`config.mk`:
```
export PLATFORM = sky130hd
export DESIGN_NAME = multicycle_sequencer
export DESIGN_NICKNAME = d
export VERILOG_FILES = /design/src/rtl/multicycle_sequencer.sv
export SDC_FILE = /design/constraint.sdc
export NUM_CORES = 1
export LEC_CHECK = 0
export CORE_ASPECT_RATIO = 0.5
export CORE_UTILIZATION = 42
export CTS_CLUSTER_DIAMETER = 100
export DETAILED_ROUTE_END_ITERATION = 6
export GPL_ROUTABILITY_DRIVEN = 0
export HOLD_SLACK_MARGIN = 0.08
export PLACE_DENSITY = 0.77
export SLEW_MARGIN = 20
export SYNTH_ARGS = -nofsm -noshare
export SYNTH_HDL_FRONTEND = slang
export SYNTH_SLANG_ARGS = --single-unit
```
`constraint.sdc`:
```
create_clock -name clk -period 1.7 [get_ports clk]
set_input_delay 0.255 -clock clk [delete_from_list [all_inputs] [get_ports clk]]
set_output_delay 0.255 -clock clk [all_outputs]
set_load 0.03 [all_outputs]
```
`src/rtl/multicycle_sequencer.sv`:
```
// Multi-cycle control sequencer: steps the single-cycle datapath through FETCH/EXECUTE/MEMORY,
// gates decoded write enables so each instruction commits once, and tracks halt/timeout/instret.
module multicycle_sequencer #(
    parameter int MEM_TIMEOUT   = 16,
    parameter int INSTRET_WIDTH = 32
) (
    input  logic                     clk,
    input  logic                     rst_n,
    output logic                     imem_req,
    input  logic                     imem_ready,
    input  logic [31:0]              imem_rdata,
    output logic [31:0]              instruction,
    input  logic                     dec_memory_we,
    input  logic                     dec_load_memory,
    input  logic                     dec_reg_we,
    output logic                     dmem_req,
    output logic                     dmem_we,
    input  logic                     dmem_ready,
    output logic                     reg_we,
    output logic                     pc_we,
    output logic                     retire,
    output logic [INSTRET_WIDTH-1:0] instret,
    output logic                     halted,
    output logic                     error
);

    localparam logic [31:0] NOP_INSN    = 32'h0000_0013;
    localparam logic [31:0] EBREAK_INSN = 32'h0010_0073;
    // Counter only ever needs to reach MEM_TIMEOUT-1.
    localparam int WAIT_W = (MEM_TIMEOUT > 1) ? $clog2(MEM_TIMEOUT) : 1;

    typedef enum logic [2:0] {
        S_IDLE    = 3'd0,
        S_FETCH   = 3'd1,
        S_EXECUTE = 3'd2,
        S_MEMORY  = 3'd3,
        S_HALT    = 3'd4,
        S_ERROR   = 3'd5
    } state_t;

    state_t                   state_reg, state_next;
    logic [31:0]              ir_reg, ir_next;
    logic [WAIT_W-1:0]        wait_reg, wait_next;
    logic [INSTRET_WIDTH-1:0] instret_reg;
    logic                     timeout_hit;

    assign timeout_hit = (MEM_TIMEOUT != 0) && (wait_reg == WAIT_W'(MEM_TIMEOUT - 1));

    always_ff @(posedge clk or negedge rst_n) begin
        if (!rst_n) begin
            state_reg   <= S_IDLE;
            ir_reg      <= NOP_INSN;
            wait_reg    <= '0;
            instret_reg <= '0;
        end else begin
            state_reg <= state_next;
            ir_reg    <= ir_next;
            wait_reg  <= wait_next;
            if (retire) begin
                instret_reg <= instret_reg + INSTRET_WIDTH'(1);
            end
        end
    end

    always_comb begin
        state_next = state_reg;
        ir_next    = ir_reg;
        wait_next  = wait_reg;
        case (state_reg)
            S_IDLE: begin
                state_next = S_FETCH;
                wait_next  = '0;
            end
            S_FETCH: begin
                // A ready in the last allowed cycle still completes the fetch.
                if (imem_ready) begin
                    ir_next    = imem_rdata;
                    state_next = S_EXECUTE;
                end else if (timeout_hit) begin
                    state_next = S_ERROR;
                end else begin
                    wait_next = wait_reg + WAIT_W'(1);
                end
            end
            S_EXECUTE: begin
                wait_next = '0;
                if (ir_reg == EBREAK_INSN) begin
                    state_next = S_HALT;
                end else if (dec_memory_we || dec_load_memory) begin
                    state_next = S_MEMORY;
                end else begin
                    state_next = S_FETCH;
                end
            end
            S_MEMORY: begin
                if (dmem_ready) begin
                    state_next = S_FETCH;
                    wait_next  = '0;
                end else if (timeout_hit) begin
                    state_next = S_ERROR;
                end else begin
                    wait_next = wait_reg + WAIT_W'(1);
                end
            end
            S_HALT:  state_next = S_HALT;
            S_ERROR: state_next = S_ERROR;
            default: state_next = S_IDLE;
        endcase
    end

    always_comb begin
        imem_req = 1'b0;
        dmem_req = 1'b0;
        dmem_we  = 1'b0;
        reg_we   = 1'b0;
        pc_we    = 1'b0;
        retire   = 1'b0;
        halted   = 1'b0;
        error    = 1'b0;
        case (state_reg)
            S_FETCH: imem_req = 1'b1;
            S_EXECUTE: begin
                if (ir_reg != EBREAK_INSN && !dec_memory_we && !dec_load_memory) begin
                    pc_we  = 1'b1;
                    reg_we = dec_reg_we;
                    retire = 1'b1;
                end
            end
            S_MEMORY: begin
                dmem_req = 1'b1;
                dmem_we  = dec_memory_we;
                if (dmem_ready) begin
                    pc_we  = 1'b1;
                    reg_we = dec_reg_we & dec_load_memory;
                    retire = 1'b1;
                end
            end
            S_HALT:  halted = 1'b1;
            S_ERROR: error  = 1'b1;
            default: ;
        endcase
    end

    assign instruction = ir_reg;
    assign instret     = instret_reg;

endmodule

```
==> key figures, run 1 <==
Finish
  – Fillers: ~400
  – Layout area overhead: 80.7%
  – ANT cells: 0
  – Layout cells sized above 1: 0.432
  – Area of the multi-input gates: between 0.0015 and 0.002 sq mm
  – Nets: about 530
  – Register area: roughly 0.0018 sq mm
  – Post-route cell area: 0.00616 sq mm

Outcome
  – Status: complete, but fails checks
  – Failing checks: negative setup slack

STA
  – Worst Tran Pin Value: 408 ps
  – Tcrit/Tclk final: 1.29
  – Min Tclk post-route: ~2200 ps
  – Final Max Slew Viols: 0
  – Max Fclk: 0.457 GHz
  – Final Setup Violations: 57
  – Fin worst setup slack: -487 ps
  – Clock skew: 7.49 ps
  – RSZ-0062 raised after global routing: true
  – TNS Setup: -12,080 ps
  – Slew HR: 0.728
  – Fin. Hold Viols: 0

CTS
  – CTS Buf Count: 9
  – Worst skew pair latency: roughly 340 ps
  – CTS tree: done
  – Root Buffer: clkbuf_16
  – # H-tree levels: 3
  – # clock sinks: between 70 and 80
  – CTS max path bufs: 2
  – Clock transition at path regs: approximately 60 ps

Hold path
  – Hold WC Path Type: in -> async

Yosys
  – Post-Syn Instances: 284
  – Post-Syn Area per Cell: roughly 12 sq um
  – Top FF cell, synth: dfrtp_1
  – Number of synthesized flops with an enable pin: 0
  – Yosys reg bits: a little over 70
  – Sequential element share of the synthesized area: 0.522
  – Main area contributors after synthesis: dfrtp_1 (50%), mux2_2 (11%), xor2_1 (6.4%)
  – Post-Syn Nets: approximately 330
  – Post-synth top area cell: dfrtp_1
  – Synth cell types: 54
  – Syn. warnings: 0
  – Cell area after synthesis: ~0.0034 sq mm
  – Async SR Flop Fraction: 1.00
  – Yosys top cell area share: 0.499

Worst setup path
  – Sum of buffers and inverters on the critical path: 3
  – Req. time, crit path: about 1400 ps
  – Setup Crit Path Kind: reg -> out
  – Crit path max fanout: 3
  – Startpoint types: register
  – Worst path cell trace: nor4_2 > buf_4 > nand4_1 > o211ai_2 > buf_12 > nand2_8 > buf_6
  – CP Capture Type: output port
  – Crit path DAT: about 1900 ps
  – Crit-path max cell delay: 380 ps
  – Crit path max-delay family: simple AND/OR/NAND/NOR gates
  – Slowest cell on crit path: dfrtp_1

Power and ir drop
  – Max VDD drop: approximately 1.2 mV
  – Pwr dens: roughly 1600 mW/mm^2
  – Leakage power: 0.00308 uW
  – Total chip power: approximately 9700 uW

Die
  – Die ar.: 0.00851 sq mm
  – Top Ports: approximately 110
  – Row count: 22
  – Die outline height: ~66 um
  – Initial Util: 0.449
  – DIE WIDTH: 129 um
  – Core box area: 0.00760 sq mm

Global route
  – Tot GR Track Use: 0.278
  – Total congestion overflow: 0
  – Largest net degree at the start of global routing: 27
  – Vias in the first global route: approximately 3,500
  – Initial antenna violation count: 0
  – Global-route wire length before repair: between 15,000 and 20,000 um

Route
  – DRC viols: 0
  – DRT iter0 DRCs: around 100
  – Drt first pass iters: 4
  – Avg Vias per Cell: 5.40
  – Post-DR wirelength/cell: between 15 and 20 um
  – WL final: between 10,000 and 15,000 um
  – Detail Route Antenna Nets: 0
  – Via count: about 3,300

Placed design
  – Post-DP Area: 0.00549 sq mm
  – Port buffer count: 110
  – Dpl hpwl: ~7000 um

Flow run
  – Max Cap Viol: 0
==> layout make-up <==
cell class	count	share of cell area
inverter	4	0.00325
multi-input combinational	196	0.304
sequential	71	0.292
clock buffer	10	0.0371
tap	108	0.0219
timing repair buffer	208	0.327
clock inverter	6	0.0140
==> cell usage in the layout, fill, tap and decap left out, types with 6 or more instances in the layout <==
cell and n:
dfrtp_2 18, mux2_4 32, nand3_1 14, and3_1 6, dfrtp_1 50, buf_12 7
nand2_1 9, clkbuf_16 10, nand4_1 10, buf_4 78, buf_6 14, nor2_1 7
clkdlybuf4s50_1 42, dlygate4sd2_1 47, a21oi_1 20, xor2_1 25, dlymetal6s2s_1 12
==> cells in the mapped netlist (all sizes together), types with 4 or more instances <==
master and count:
dfrtp 68, mux2 33, xor2 25, a21oi 21, nand3 15, nand4 11, nand2 10, buf 9
nor2 8, nor4 7, a211oi 6, and3 6, o21ai 5, clkbuf 4, inv 4, nor3 4
xnor2 4
==> metrics by stage <==
step	utilization	instances	setup WS, ps	hold WS (ps)
2_1_floorplan	-	284	-323	-40.6
3_3_place_gp	0.722	576	-567	159
3_5_place_dp	0.722	576	-683	164
4_1_cts	0.796	603	-500	343
5_1_grt	0.811	603	-599	368
6_report	0.811	603	-487	354
==> routing by layer <==
layer	part of all wire	GRT usage
met1	0.39	0.328
met2	0.52	0.501
met3	0.043	0.0643
met4	0.041	0.0974
met5	0	0
==> cell families (layout without fill, tap and decap cells) <==
kind of cell / Yosys count / in the layout / share of synthesized area
AO/OA/AOI/OAI: 52 / 52 / 0.106
XOR/XNOR: 29 / 29 / 0.0745
adder cells (fa/ha/maj): 2 / 2 / 0.00734
buffers and inverters: 17 / 228 / 0.0264
flip-flops: 71 / 71 / 0.522
multiplexers: 34 / 34 / 0.112
AND/OR/NAND/NOR: 79 / 79 / 0.152
==> timing repair <==
action | 4_1_cts | 5_1_grt
gates cloned | 4 | 1
hold buffers | 1 | 0
pin swaps | 7 | 1
setup buffers | 6 | 0
endpoints found under the setup margin | 111 | 76
resized for setup | 97 | 34
endpoints found under the hold margin | 9 | 0
==> worst reg2reg max path: stages (launching register included) <==
cell and delay (ps):
dfrtp_1 380, nor4_2 300, buf_4 160, nand4_1 170, o211ai_2 250, buf_12 150, buf_6 130, buf_16 130
a21oi_1 90, xor2_1 160
==> final timing paths <==
check,depth (start not counted),slack [ps],start,endpoint
max,7,-490,instruction[15],pc_we
min,2,350,rst_n,instruction[26]
max reg2reg,9,-350,instruction[15],instret[27]
min reg2reg,1,490,instret[22],instret[22]
max in group asynchronous,3,740,rst_n,instruction[1]
min in group clk,1,490,instret[22],instret[22]
==> report_power, final <==
part	leakage, uW	internal (uW)	switching [uW]
registers	0.000864	2240	442
logic	0.00207	2550	2470
clock network	0.000152	1280	722
total	0.00308	6060	3630
No activity file was read; power rests on OpenSTA's default activity.
==> run 2, diff against run 1 <==
- ABC_AREA: not set -> 0
- CORE_MARGIN: not set -> 2
- SETUP_SLACK_MARGIN: not set -> 0.1
==> run 2 against run 1 <==
Net effect: the flow still finishes with violations (negative setup slack); clock power grew 5%; worst setup slack worse by 69 ps; first-iteration DRC count up 79%; design area is 3.8% higher; global-route usage shrank 3.1 points; hold slack improved by 84 ps; die area increased by 4.6%; clock skew increased by 7.9 ps; fmax is 3.1% lower; combinational power rose by 4%; via count up 2.7%; core utilization decreased by 0.61 points.
==> key figures, run 2 (synthesis results as in run 1) <==
Outcome
  – Status: complete, but fails checks
  – Failing checks: negative setup slack

Finish
  – Nets: 538 (+1.3%)
  – Register area: 0.00180 sq mm (unchanged)
  – Layout Cells excl Fill: 614 (+1.8%)
  – ANT cells: 0 (unchanged)
  – Layout cells sized above 1: 0.504 (+0.0717)
  – Area of the multi-input gates: 0.00204 sq mm (+8.8%)
  – Layout area overhead: 87.5%
  – Commonest non-fill, non-tap cell in the layout: buf_4
  – Most frequent cells in the layout: buf_4 (75), dlygate4sd2_1 (60), dfrtp_1 (50)
  – Fillers: 441 (+7.0%)
  – Post-route cell area: 0.00640 sq mm (+3.8%)

Global route
  – Vias in the first global route: 3,329 (-4.5%)
  – Tot GR Track Use: 0.247 (-0.0311)
  – Total congestion overflow: 0 (unchanged)
  – Initial antenna violation count: 0 (unchanged)
  – Largest net degree at the start of global routing: 32 (+19%)
  – Global-route wire length before repair: 16,900 um (-4.3%)

Die
  – Die outline height: 67.7 um (+3.0%)
  – Die ar.: 0.00890 sq mm (+4.6%)
  – Row count: 23 (+4.5%)
  – Top Ports: 111 (unchanged)
  – Initial Util: 0.429 (-0.0195)
  – DIE WIDTH: 131 um (+1.5%)
  – Core box area: 0.00794 sq mm (+4.5%)

CTS
  – Root Buffer: clkbuf_16
  – CTS max path bufs: 2 (unchanged)
  – Worst skew pair latency: 340 ps (about the same)
  – Clock transition at path regs: 60 ps (about the same)
  – # H-tree levels: 3 (unchanged)
  – CTS Buf Count: 9 (unchanged)
  – # clock sinks: 71 (unchanged)
  – CTS tree: done

STA
  – Worst Tran Pin Value: 495 ps (+87.4 ps)
  – Final Max Slew Viols: 0 (unchanged)
  – Fin worst setup slack: -556 ps (-68.9 ps)
  – Slew HR: 0.670 (-0.0583)
  – Hold Worst Slack: 438 ps (+84.0 ps)
  – Final Setup Violations: 62 (+8.8%)
  – Clock skew: 15.4 ps (+7.92 ps)
  – RSZ-0062 raised after global routing: true
  – Fin. Hold Viols: 0 (unchanged)
  – Tcrit/Tclk final: 1.33 (+0.0405)
  – Max Fclk: 0.443 GHz (-3.1%)
  – Min Tclk post-route: 2260 ps (+68.9 ps)

Worst setup path
  – Worst path cell trace: nor4_2 > nand4_1 > o211ai_2 > buf_12 > nand2_8 > buf_6
  – Sum of buffers and inverters on the critical path: 2 (-1)
  – Setup Crit Path Kind: reg -> out
  – CP Capture Type: output port
  – Slowest cell on crit path: dfrtp_1
  – Crit-path max cell delay: 400 ps (+20 ps)
  – Req. time, crit path: 1440 ps (about the same)
  – Crit path max fanout: 3 (unchanged)
  – Crit path DAT: 2000 ps (+70 ps)
  – Startpoint types: register
  – Crit path max-delay family: simple AND/OR/NAND/NOR gates

Placed design
  – Placed cell count: 578 (+0.35%)
  – Post-DP Area: 0.00548 sq mm (about the same)
  – Port buffer count: 110 (unchanged)
  – Dpl hpwl: 7330 um (+2.4%)
  – Setup WS pre-CTS: -592 ps (+90.5 ps)

Route
  – Avg Vias per Cell: 5.44 (+0.83%)
  – Post-DR wirelength/cell: 20.6 um (+7.8%)
  – DRC viols: 0 (unchanged)
  – DRT iter0 DRCs: 186 (+79%)
  – Drt first pass iters: 4 (unchanged)
  – Detail Route Antenna Nets: 0 (unchanged)
  – WL final: 12,700 um (+9.8%)
  – Via count: 3,342 (+2.7%)

Power and ir drop
  – Clock power share: 0.212 (+0.005)
  – Share of power burned in registers: 0.266 (-0.010)
  – Int Pwr: 6250 uW (+3.1%)
  – Pwr dens: 1560 mW/mm^2 (-0.86%)
  – Net Sw Frac: 0.373 (-0.00136)
  – Comb power frac: 0.522 (+0.005)
  – Leakage power: 0.00302 uW (-2.1%)
  – Max VDD drop: 1.17 mV (-5.8%)
  – Switching power: 3720 uW (+2.5%)

Flow run
  – Max Cap Viol: 0 (unchanged)

Hold path
  – Hold WC Path Type: in -> async
==> run 2: cell types whose count changed in the layout (fill, tap and decap cells not counted), moves of 5 or more <==
| cell | delta |
|---|---|
| buf_6 | +9 |
| a21oi_2 | +12 |
| dlygate4sd2_1 | +13 |
| a21oi_1 | -15 |
| clkdlybuf4s50_1 | -5 |
| dlymetal6s2s_1 | -12 |
==> run 2: power by group through the flow <==
| stage | clock, uW | combinational [uW] | sequential [uW] |
|---|---|---|---|
| after global placement | 0 | 4680 | 2560 |
| after CTS | 2100 | 4960 | 2620 |
| final | 2110 | 5210 | 2650 |
| after detailed placement | 0 | 4800 | 2620 |
| after floorplan | 0 | 1570 | 3560 |
| after global routing | 2200 | 5440 | 2690 |
==> run 2: area by class of cell <==
cell class,instances,share of cell area
clock buffers,11,0.0395
clock inverters,5,0.0125
inverters,4,0.00352
multi-input cells,196,0.318
flip-flops and latches,71,0.282
well taps,112,0.0219
repair buffers,215,0.322
==> run 2: worst paths after layout <==
path                            startpoint         endpoint  slack, ps  cells past startpoint
max                        instruction[25]           retire       -560                      6
min                                  rst_n  instruction[29]        440                      2
max reg2reg                instruction[25]      instret[23]       -540                      9
min reg2reg                    instret[31]      instret[31]        480                      1
max in group asynchronous            rst_n   instruction[4]        660                      3
min in group clk               instret[31]      instret[31]        480                      1
==> run 2: through the flow <==
stage          TNS [ps]  utilization  power, uW
6_report         -17910        0.805       9980
5_1_grt          -22290        0.805      10300
4_1_cts          -11130        0.766       9680
3_5_place_dp     -11570        0.690       7420
3_3_place_gp     -10320        0.690       7240
2_1_floorplan     -8210            -       5130
==> run 2: layer usage <==
layer / wire (um) / GRT usage
met5: 0 / 0
met4: 383 / 0.0992
met3: 548 / 0.0638
met2: 6690 / 0.463
met1: 5050 / 0.277
==> run 2: what timing repair did <==
action / CTS / global route
gates resized for setup: 135 / 57
hold buffers: 1 / 0
gates cloned: 3 / 2
pin swaps: 10 / 9
setup endpoints to repair: 140 / 81
buffers inserted: 10 / 7
hold endpoints to repair: 18 / 0
